### config.mk
export PLATFORM = sky130hd
export DESIGN_NAME = envelope_generator
export DESIGN_NICKNAME = d
export VERILOG_FILES = /design/src/rtl/envelope_generator_pkg.sv /design/src/rtl/envelope_rate_timer.sv /design/src/rtl/envelope_generator.sv
export SDC_FILE = /design/constraint.sdc
export NUM_CORES = 1
export LEC_CHECK = 0
export ABC_AREA = 1
export CELL_PAD_IN_SITES_DETAIL_PLACEMENT = 0
export CELL_PAD_IN_SITES_GLOBAL_PLACEMENT = 1
export CORE_UTILIZATION = 44
export DETAILED_ROUTE_END_ITERATION = 10
export GPL_ROUTABILITY_DRIVEN = 1
export PLACE_DENSITY_LB_ADDON = 0.1
export SYNTH_ARGS = -nofsm -noshare
export SYNTH_HDL_FRONTEND = slang
export SYNTH_SLANG_ARGS = --single-unit
### constraint.sdc
create_clock -name clk -period 5.9 [get_ports clk]
set_input_delay 0.59 -clock clk [delete_from_list [all_inputs] [get_ports clk]]
set_output_delay 0.59 -clock clk [all_outputs]
set_load 0.005 [all_outputs]
### src/rtl/envelope_generator_pkg.sv
// ---------------------------------------------------------------------------
// envelope_generator_pkg
//   Shared definitions for the per-voice ADSR envelope generator:
//   state encodings, amplitude limits and the rate-to-period helper.
// ---------------------------------------------------------------------------
package envelope_generator_pkg;

    typedef enum logic [2:0] {
        ST_IDLE    = 3'd0,
        ST_ATTACK  = 3'd1,
        ST_DECAY   = 3'd2,
        ST_SUSTAIN = 3'd3,
        ST_RELEASE = 3'd4
    } env_state_t;

    localparam logic [7:0] AMP_MAX = 8'd255;
    localparam logic [7:0] AMP_MIN = 8'd0;

    // Step period in clocks for a 4-bit rate nibble: (rate+1)*prescale.
    function automatic logic [15:0] rate_period(input logic [3:0]  rate,
                                                input int unsigned prescale);
        logic [31:0] p;
        p = ({28'd0, rate} + 32'd1) * prescale;
        return p[15:0];
    endfunction

endpackage

### src/rtl/envelope_rate_timer.sv
// ---------------------------------------------------------------------------
// envelope_rate_timer
//   Free-running step timer for the envelope. Counts clocks and raises a
//   one-cycle tick when the count reaches period-1, then restarts from 0.
//   Ports:
//     clk    - system clock
//     rst    - asynchronous active-high reset (count -> 0)
//     clear  - synchronous restart of the count (used on state transitions)
//     period - step period in clocks, sampled live
//     tick   - high for the cycle in which the count sits at period-1
// ---------------------------------------------------------------------------
module envelope_rate_timer (
    input  logic        clk,
    input  logic        rst,
    input  logic        clear,
    input  logic [15:0] period,
    output logic        tick
);

    logic [15:0] cnt_q;
    logic [15:0] cnt_d;

    // Greater-or-equal so a rate shortened mid-step ends the step at the
    // next compare instead of running the counter round its full range.
    assign tick = (cnt_q >= (period - 16'd1));

    always_comb begin
        cnt_d = cnt_q + 16'd1;
        if (clear || tick) begin
            cnt_d = '0;
        end
    end

    always_ff @(posedge clk or posedge rst) begin
        if (rst) begin
            cnt_q <= '0;
        end else begin
            cnt_q <= cnt_d;
        end
    end

endmodule

### src/rtl/envelope_generator.sv
// ---------------------------------------------------------------------------
// envelope_generator
//   Per-voice ADSR amplitude shaper. Runs an 8-bit ADSR envelope from a
//   level-sensitive gate and scales the unsigned 12-bit waveform sample by
//   it: dout = (din * amplitude) >> 8, registered.
//   Ports:
//     clk       - system clock
//     rst       - asynchronous active-high reset
//     gate      - note on (1) / note off (0)
//     attack    - attack rate nibble
//     decay     - decay rate nibble (also used for sustain-level tracking)
//     sustain   - sustain level nibble, level = {sustain,sustain}
//     rel       - release rate nibble
//     din       - unsigned waveform sample
//     dout      - registered scaled sample
//     amplitude - current envelope value (registered)
//     state     - current ADSR state encoding
// ---------------------------------------------------------------------------
module envelope_generator
    import envelope_generator_pkg::*;
#(
    parameter int unsigned PRESCALE = 16
) (
    input  logic        clk,
    input  logic        rst,
    input  logic        gate,
    input  logic [3:0]  attack,
    input  logic [3:0]  decay,
    input  logic [3:0]  sustain,
    input  logic [3:0]  rel,
    input  logic [11:0] din,
    output logic [11:0] dout,
    output logic [7:0]  amplitude,
    output logic [2:0]  state
);

    env_state_t  state_q, state_d;
    logic [7:0]  amp_q, amp_d;
    logic [11:0] dout_q, dout_d;

    logic [3:0]  rate_sel;
    logic [15:0] period;
    logic        tick;
    logic        timer_clear;
    logic [7:0]  level;

    assign level = {sustain, sustain};

    always_comb begin
        case (state_q)
            ST_ATTACK:             rate_sel = attack;
            ST_DECAY, ST_SUSTAIN:  rate_sel = decay;
            default:               rate_sel = rel;
        endcase
    end

    assign period = rate_period(rate_sel, PRESCALE);

    // Restarting the timer on any transition also discards a tick that
    // lands on the same clock, since the transition branch wins below.
    assign timer_clear = (state_d != state_q);

    envelope_rate_timer u_timer (
        .clk    (clk),
        .rst    (rst),
        .clear  (timer_clear),
        .period (period),
        .tick   (tick)
    );

    always_comb begin
        state_d = state_q;
        amp_d   = amp_q;
        case (state_q)
            ST_IDLE: begin
                amp_d = AMP_MIN;
                if (gate) begin
                    state_d = ST_ATTACK;
                end
            end
            ST_ATTACK: begin
                if (!gate) begin
                    state_d = ST_RELEASE;
                end else if (tick) begin
                    if (amp_q >= (AMP_MAX - 8'd1)) begin
                        amp_d   = AMP_MAX;
                        state_d = ST_DECAY;
                    end else begin
                        amp_d = amp_q + 8'd1;
                    end
                end
            end
            ST_DECAY: begin
                if (!gate) begin
                    state_d = ST_RELEASE;
                end else if (amp_q <= level) begin
                    state_d = ST_SUSTAIN;
                end else if (tick) begin
                    amp_d = amp_q - 8'd1;
                end
            end
            ST_SUSTAIN: begin
                if (!gate) begin
                    state_d = ST_RELEASE;
                end else if (tick && (amp_q > level)) begin
                    amp_d = amp_q - 8'd1;
                end
            end
            ST_RELEASE: begin
                if (gate) begin
                    state_d = ST_ATTACK;
                end else if (amp_q == AMP_MIN) begin
                    state_d = ST_IDLE;
                end else if (tick) begin
                    amp_d = amp_q - 8'd1;
                    // The step that reaches zero also lands in IDLE.
                    if (amp_q == 8'd1) begin
                        state_d = ST_IDLE;
                    end
                end
            end
            default: begin
                state_d = ST_IDLE;
                amp_d   = AMP_MIN;
            end
        endcase
    end

    assign dout_d = 12'(({8'd0, din} * {12'd0, amp_q}) >> 8);

    always_ff @(posedge clk or posedge rst) begin
        if (rst) begin
            state_q <= ST_IDLE;
            amp_q   <= '0;
            dout_q  <= '0;
        end else begin
            state_q <= state_d;
            amp_q   <= amp_d;
            dout_q  <= dout_d;
        end
    end

    assign dout      = dout_q;
    assign amplitude = amp_q;
    assign state     = state_q;

endmodule

==> metrics <==
Inserted Clock Buffers 5; total negative slack 0 ps; htree depth 2; final instance area 6750 µm²; CP required 6070 ps; f_max 207 MHz; top cell type's share of synthesized area 20.0%; Hold Crit Class register to register; Final Hold Fails 0; Synth cell types 52; fillers 1275; min cycle time layout 4830 ps; initial antenna violation count 0; Worst Hold Endpoint u_timer.cnt_q[0]; routability cong. 0.881; RSZ-0062 raised after global routing no; Initial Util 44.9%; status finished, violations left; Yosys warnings 0; Syn Nets 934; routed len/inst 13.5 µm; CTS clk-pin slew, worst paths 50 ps; total grt overflow 0; PortBufs 53; Worst VDD drop 160 µV; R2R Path End dout[10]; crit path setup slack, layout 1070 ps; Crit Path Category primary input to register; Cells after Synth 780; clk_lat worst skew 280 ps; FP Rows 42; share of cells above drive strength 1 8.41%; Max Cap Viol 0; die width 118 µm; I/O pin count 54; die area 13900 µm²; hold path startpoint u_timer.cnt_q[0]; Post-Place Worst Slack 802 ps; Layout Cells excl Fill 996; post_cts resized 0; cell taking the most area after synthesis fa_1; Main synth FF type dfrtp_1; final design utilization 51.1%; first-pass detailed-route iteration total 7; Core Region 13200 µm²; Top delay family on crit path adder cells; worst slew pin tran 847 ps; Post-Syn Area 5920 µm²; Max Buffers Root-to-Sink 2; clk_skew 5.51 ps; syn_area_per_cell 7.59 µm²; Post-synth EDFFs 0; clk root buf clkbuf_16; 1st-iter DRT viols 181; hpwl dp 11.0 mm; largest cells by area after synthesis fa_1 20%, dfrtp_1 16%, ha_1 14%; violated checks DRC; power per cell area 402 nW/µm²; Vias 4818; WP data arrival 5000 ps; CP Max Fanout 8; nets 973; die height 118 µm; CP Launch Type primary input; largest stage delay on the critical path 650 ps; global-route wire length before repair 23.2 mm; Setup crit end kind register; # diodes 0; Worst R2R Setup Slack 1090 ps; Placed Area 6580 µm²; CTS tree done; fraction of registers with async set/reset 100%; relative slew slack 43.5%; CTS Sinks 39; pin count of the biggest net entering global routing 40; r2r startpoint amplitude[7]; critical path cell sequence clkdlybuf4s50_1, nand2_1, fa_1, inv_1, fa_1, fa_1, fa_1, ha_1, nand2_1, nor2_1, nor3b_1, o21bai_1, nand2_1, nand2_1, nand3_1, nand2_1; drt drc 1; routed wire length 13.5 mm; Routed Antenna Nets 0; Final Cycle Share 81.9%; max-slew violations 0; Multi-input gate area 4140 µm²; DP Cell Count 988; register area share after synthesis 16.5%; Final setup viols 0; R2R cell count 15; hold buffers post-CTS 0; area grow syn2layout 14.0%; Worst Hold Path Cells 1; most used cell, CP nand2_1; vias in the first global route 5060; Slowest-stage cell, CP clkdlybuf4s50_1; GRT Overall Usage 20.4%; sequential cell area 976 µm²; DR vias/cell 4.84; worst path bufs/invs 2; total setup buffers inserted after CTS 0; Seq cells post-synth 39; LEAKAGE 3.73 nW
placed cells by master (no fill, tap or decap), types with 5 or more instances in the layout:
cell type        netlist  final
or2_1                  6      6
clkdlybuf4s50_1        0     53
nand2_1              190    190
xor2_1                15     15
inv_1                171    171
nand2_2                5      5
nand4_1                8      8
o21ai_0               22     22
nor2_4                12     12
dfrtp_1               39     39
a21oi_1               21     21
nor2_1                39     39
nor2_2                16     16
inv_2                  8      8
nand3_1               20     20
xnor2_1                8      8
fa_1                  59     59
ha_1                  64     64
clkbuf_16              0      5
nor3_1                 6      6
cells in the mapped netlist (all sizes together), types with 2 or more instances:
cell,n
a21boi,2
a21o,3
a21oi,21
a221oi,2
a22o,2
a31oi,3
buf,7
clkbuf,18
dfrtp,39
fa,59
ha,64
inv,179
nand2,195
nand3,26
nand4,9
nor2,67
nor3,7
o211ai,5
o21ai,25
o21bai,4
o22ai,2
or2,7
xnor2,8
xor2,15
logic make-up after synthesis:
| logic type | count (synthesis) | share of synthesized area (%) |
|---|---|---|
| buffers and inverters | 205 | 13.6 |
| AOI/OAI and AO/OA | 76 | 8.25 |
| xor gates and xnor gates | 23 | 3.40 |
| adders and majority gates | 123 | 33.5 |
| DFF | 39 | 16.5 |
| and+or+nand+nor | 314 | 24.8 |
where the power goes:
group | internal (mW) | total (mW) | leakage [nW] | switching, mW
registers | 0.338 | 0.491 | 0.525 | 0.154
logic | 0.796 | 1.92 | 3.12 | 1.12
clock network | 0.199 | 0.303 | 0.0838 | 0.104
worst max-delay path by stage:
stage	slack, ps	end	from	cells after the start
5_1_grt	780	dout[10]	din[4]	17
4_1_cts	1090	dout[10]	din[4]	16
3_5_place_dp	800	dout[10]	din[4]	16
3_3_place_gp	910	dout[10]	din[3]	16
6_report	1070	dout[10]	din[4]	16
2_1_floorplan	1630	dout[10]	amplitude[5]	19
routing by layer:
layer | GRT usage, % | wire [µm] | up-vias
li1 | - | - | 2443
met1 | 27.0 | 6380 | 2263
met3 | 1.21 | 411 | 17
met4 | 4.73 | 199 | 0
met5 | 0 | 0 | -
met2 | 36.5 | 6490 | 95
through the flow:
stage | hold slack, ps | power (mW)
detailed placement | 458 | 2.42
finish | 459 | 2.71
floorplan | 431 | 1.89
global route | 476 | 3.04
CTS | 466 | 2.74
global placement | 448 | 2.40
worst register-to-register path, delay by kind of cell, from the launching register on:
family,cells,cell delay [ps]
and+or+nand+nor,8,1150
adders and majority gates,5,2500
DFF,1,890
AOI/OAI and AO/OA,1,110
buffers and inverters,1,50
sequential cells by signal (all words and copies together), names as in the netlist:
register	flops
u_timer.cnt_q	16
dout	12
amplitude	8
state	3
cell type report:
cell class                 count  share of cell area, %
clock buffer                   5                   1.85
clock inverter                 3                  0.649
inverter                     180                   10.1
multi-input combinational    536                   61.4
sequential                    39                   14.5
tap                          176                   3.26
timing repair buffer          57                   8.31
Note: power is estimated with default switching activity, not from simulation.
